### config.mk
export PLATFORM = sky130hd
export DESIGN_NAME = fsm_out_monitor
export DESIGN_NICKNAME = d
export VERILOG_FILES = /design/src/rtl/fsm_out_monitor.sv
export SDC_FILE = /design/constraint.sdc
export NUM_CORES = 1
export LEC_CHECK = 0
export CORE_MARGIN = 4
export CORE_UTILIZATION = 30
export CTS_CLUSTER_DIAMETER = 30
export CTS_CLUSTER_SIZE = 40
export DETAILED_ROUTE_END_ITERATION = 8
export GPL_TIMING_DRIVEN = 0
export SYNTH_ARGS = -nofsm -noshare
export SYNTH_HDL_FRONTEND = slang
export SYNTH_SLANG_ARGS = --single-unit
### constraint.sdc
create_clock -name clk -period 3.2 [get_ports clk]
set_input_delay 0.64 -clock clk [delete_from_list [all_inputs] [get_ports clk]]
set_output_delay 0.64 -clock clk [all_outputs]
set_load 0.01 [all_outputs]
### src/rtl/fsm_out_monitor.sv
// Change-capture monitor for an FSM output: timestamped change events are queued in a FWFT FIFO.
// Optional drop counter output enabled by defining FSM_MON_DROP_CNT_EN.
module fsm_out_monitor #(
  parameter int unsigned OUT_WIDTH = 4,
  parameter int unsigned TS_WIDTH  = 16,
  parameter int unsigned DEPTH     = 8,
  parameter int unsigned CNT_WIDTH = 4
) (
  input  logic                 clk,
  input  logic                 rst,
  input  logic [OUT_WIDTH-1:0] out_signal,
  input  logic                 sample_en,
  output logic                 evt_valid,
  input  logic                 evt_ready,
  output logic [OUT_WIDTH-1:0] evt_value,
  output logic [TS_WIDTH-1:0]  evt_time,
  output logic [CNT_WIDTH-1:0] fill_level,
  output logic                 overflow,
  input  logic                 clr_ovf
`ifdef FSM_MON_DROP_CNT_EN
  ,
  output logic [7:0]           drop_cnt
`endif
);

  localparam int unsigned ENTRY_W = TS_WIDTH + OUT_WIDTH;
  localparam int unsigned PTR_W   = (DEPTH > 1) ? $clog2(DEPTH) : 1;
  localparam logic [CNT_WIDTH-1:0] FULL_CNT = CNT_WIDTH'(DEPTH);

  logic [TS_WIDTH-1:0]  r_ts;
  logic [OUT_WIDTH-1:0] r_prev;
  logic                 r_prev_valid;
  logic [ENTRY_W-1:0]   r_mem [DEPTH];
  logic [PTR_W-1:0]     r_wptr;
  logic [PTR_W-1:0]     r_rptr;
  logic [CNT_WIDTH-1:0] r_count;
  logic                 r_overflow;
  logic [ENTRY_W-1:0]   r_hold;

  logic                 w_empty;
  logic                 w_full;
  logic                 w_event;
  logic                 w_pop;
  logic                 w_push;
  logic                 w_drop;
  logic [ENTRY_W-1:0]   w_head;
  logic [ENTRY_W-1:0]   w_out_entry;
  logic [CNT_WIDTH-1:0] w_count_next;
  logic                 w_overflow_next;

  assign w_empty = (r_count == '0);
  assign w_full  = (r_count == FULL_CNT);
  assign w_event = sample_en && (!r_prev_valid || (out_signal != r_prev));
  assign w_pop   = !w_empty && evt_ready;
  // A full FIFO still accepts an event when the head leaves in the same cycle.
  assign w_push  = w_event && (!w_full || w_pop);
  assign w_drop  = w_event && w_full && !w_pop;
  assign w_head  = r_mem[r_rptr];

  always_comb begin
    w_count_next = r_count;
    case ({w_push, w_pop})
      2'b10:   w_count_next = r_count + CNT_WIDTH'(1);
      2'b01:   w_count_next = r_count - CNT_WIDTH'(1);
      default: w_count_next = r_count;
    endcase
  end

  always_comb begin
    w_overflow_next = r_overflow;
    if (w_drop) begin
      w_overflow_next = 1'b1;
    end else if (clr_ovf) begin
      w_overflow_next = 1'b0;
    end
  end

  // When empty, present the most recently popped head (zero after reset).
  assign w_out_entry = w_empty ? r_hold : w_head;
  assign evt_valid   = !w_empty;
  assign evt_value   = w_out_entry[OUT_WIDTH-1:0];
  assign evt_time    = w_out_entry[ENTRY_W-1:OUT_WIDTH];
  assign fill_level  = r_count;
  assign overflow    = r_overflow;

  always_ff @(posedge clk) begin
    if (rst) begin
      r_ts         <= '0;
      r_prev       <= '0;
      r_prev_valid <= 1'b0;
    end else begin
      r_ts <= r_ts + TS_WIDTH'(1);
      if (sample_en) begin
        r_prev       <= out_signal;
        r_prev_valid <= 1'b1;
      end
    end
  end

  always_ff @(posedge clk) begin
    if (rst) begin
      for (int i = 0; i < int'(DEPTH); i++) begin
        r_mem[i] <= '0;
      end
      r_wptr <= '0;
      r_rptr <= '0;
      r_hold <= '0;
    end else begin
      if (w_push) begin
        r_mem[r_wptr] <= {r_ts, out_signal};
        r_wptr        <= r_wptr + PTR_W'(1);
      end
      if (w_pop) begin
        r_rptr <= r_rptr + PTR_W'(1);
        r_hold <= w_head;
      end
    end
  end

  always_ff @(posedge clk) begin
    if (rst) begin
      r_count    <= '0;
      r_overflow <= 1'b0;
    end else begin
      r_count    <= w_count_next;
      r_overflow <= w_overflow_next;
    end
  end

`ifdef FSM_MON_DROP_CNT_EN
  logic [7:0] r_drop_cnt;
  logic [7:0] w_drop_cnt_next;

  // A drop coinciding with a clear restarts the count at one.
  always_comb begin
    w_drop_cnt_next = r_drop_cnt;
    if (w_drop) begin
      if (clr_ovf) begin
        w_drop_cnt_next = 8'd1;
      end else if (r_drop_cnt != 8'hFF) begin
        w_drop_cnt_next = r_drop_cnt + 8'd1;
      end
    end else if (clr_ovf) begin
      w_drop_cnt_next = 8'd0;
    end
  end

  always_ff @(posedge clk) begin
    if (rst) begin
      r_drop_cnt <= 8'd0;
    end else begin
      r_drop_cnt <= w_drop_cnt_next;
    end
  end

  assign drop_cnt = r_drop_cnt;
`endif

endmodule

==> metrics.txt <==
Mapped Cells 753; DR iter-0 viols 505; Final ANT Viol Nets 0; Pins Over Slew Limit 0; DP HPWL 15900 µm; residual DRC count 0; final non-filler cell total 1260; row cnt 64; via-per-instance ratio 4.97; Max VDD drop 0.422 mV; min cycle time layout 3.13 ns; Worst Tran Pin Value 0.963 ns; Layout Utilization 38.9%; area leader, netlist edfxtp_1; critical path arrival 2.49 ns; CP required 2.56 ns; DIE AREA 34100 µm²; # hold bufs at CTS 0; antenna violations before repair 0; total global routing track utilization 14.6%; largest cells by area after synthesis edfxtp_1, dfxtp_1, mux4_2; largest net degree at the start of global routing 21; final setup fails 0; maximum fanout along the worst path 10; min-delay src r_prev_valid; Reg clk slew, reported paths 0.05 ns; status completed; EDFF count, synth 160; Avg WL per Cell 19.7 µm; worst-path cell chain buf_12 > mux4_2 > mux2i_4 > a21oi_1 > clkdlybuf4s50_1; f_max 319 MHz; global-route wire length before repair 37500 µm; Synth cell types 41; dpl cells 1186; post-synth design cell area 9380 µm²; port bufs 33; Congestion Overflow GR 0; Syn Area/Cell 12.5 µm²; Placer Congestion 0.772; H-tree Lvls 2; skew final 0.0258 ns; CTS tree built; Fin. Hold Viols 0; Initial Utilization 30.5%; Max-Cap Viols 0; vias in the first global route 6407; HP Class reg2reg; # diodes 0; via count 6268; top cell type's share of synthesized area 51.2%; final net count 849; max_slew headroom 35.5%; share of async-settable or async-resettable flops after synthesis 0%; Core Area 30700 µm²; chip width 185 µm; Tcrit/Tclk final 97.9%; worst skew pair latency 0.52 ns; Crit Path Class reg2out; peak per-stage delay on the critical path 0.54 ns; CTS root buf clkbuf_16; # IOs 35; setup TNS 0 ns; Pwr Density 883 nW/µm²; final wirelength 24900 µm; Num CTS Buffers 38; Net Count, Synth 768; clock sink total 215; layout cells sized above 1 20.6%; Post-synth top flop edfxtp_1; Leak 4.13 nW; CP max stage cell mux4_2; Yosys reg bits 215; CP Launch Type register; Warnings, synthesis 0; Worst R2R Start fill_level[3]; CP Capture Type primary output; drt pass-1 iters 4; Area Overhead vs Synth 27.7%; deepest clock path buffer count 3; unrepaired setup endpoints after global routing false; sequential share of the synthesized area 63.0%; die height 185 µm
==> critical path, delay by kind of cell, from the launching register on <==
| family | cells | cell delay [ns] |
|---|---|---|
| AO/OA/AOI/OAI | 1 | 0.11 |
| flip-flops | 1 | 0.42 |
| multiplexers | 2 | 0.78 |
| buffers and inverters | 2 | 0.66 |
==> registers in the layout, indices dropped and copies added, names as in the netlist, named ones only <==
register,count
r_wptr,3
overflow,1
r_prev_valid,1
fill_level,4
r_mem,160
r_hold,20
r_rptr,3
r_prev,4
r_ts,16
==> cell usage in the layout (no fill, tap or decap), drive strengths merged, types with 6 or more instances in the layout <==
cell type	synthesis	routed
mux2i	26	26
buf	18	29
clkinv	0	11
and2	6	6
nor2	230	230
dfxtp	55	55
inv	8	18
a211oi	20	20
clkbuf	31	70
nand2b	24	24
dlymetal6s2s	0	10
clkdlybuf4s50	0	23
xnor2	13	13
o21ai	10	10
edfxtp	160	160
mux4	40	40
nand2	32	32
a21oi	24	24
xor2	8	8
nand3	7	7
==> worst paths after layout <==
check	end	slack, ns	cells past startpoint
worst min-delay path	r_prev_valid	0.46	2
worst min register to register	r_prev_valid	0.46	2
worst max register to register	fill_level[3]	0.16	13
worst max-delay path	evt_time[6]	0.07	5
==> final cells by class <==
cell class,instances,area [µm²]
fill,2884,18800
tap,396,495
timing repair buffer,42,453
buffer,48,292
multi-input combinational,481,3500
sequential,215,5910
clock buffer,43,991
inverter,8,30.0
clock inverter,27,302
==> where the power goes <==
group | switching [mW] | internal [mW] | total [mW]
clock | 1.49 | 2.54 | 4.03
combinational | 1.60 | 1.54 | 3.14
sequential | 0.149 | 3.25 | 3.40
==> cell families (layout without fill, tap and decap cells) <==
kind of cell | Yosys count | after routing | share of synthesized area, %
compound gates | 64 | 64 | 4.27
xor+xnor | 21 | 21 | 1.96
fa+ha+maj | 6 | 6 | 0.881
buf+inv | 57 | 168 | 2.52
flops | 215 | 215 | 63.0
mux | 71 | 71 | 13.1
simple gates | 319 | 319 | 14.2
==> timing repair <==
item | in CTS | in global routing
setup endpoints to repair | 114 | 234
setup buffers | 0 | 5
pin swaps | 0 | 0
resized for setup | 54 | 32
==> cell usage after synthesis, drive strengths merged, types with 2 or more instances <==
cell / instances
and3: 2
edfxtp: 160
and4: 2
nor3: 5
dfxtp: 55
buf: 18
mux4: 40
o31ai: 2
nor2b: 4
a21oi: 24
nand2b: 24
a211oi: 20
o21ai: 10
or2: 3
nor2: 230
or3: 2
nand2: 32
nand3: 7
xnor2: 13
xor2: 8
inv: 8
and2: 6
clkbuf: 31
mux2i: 26
ha: 5
o2111ai: 2
mux2: 5
==> metrics by stage <==
stage               hold slack (ns)  setup WS (ns)  power (mW)  area [µm²]
CTS                           0.469         -0.238        10.6       11800
global route                  0.501       0.000125        11.0       12000
finish                        0.464         0.0660        10.6       12000
detailed placement            0.459         -0.779        6.31       10300
floorplan                     0.437         0.0256        5.10        9380
global placement              0.459          -2.51        6.27       10200
==> metal layers <==
layer,vias to the layer above,track usage (%),part of all wire (%)
met5,-,0,0
li1,2861,-,-
met3,56,2.45,7.3
met4,0,5.87,3.0
met2,257,25.5,50
met1,3094,18.0,39
No activity file was read; power rests on OpenSTA's default activity.
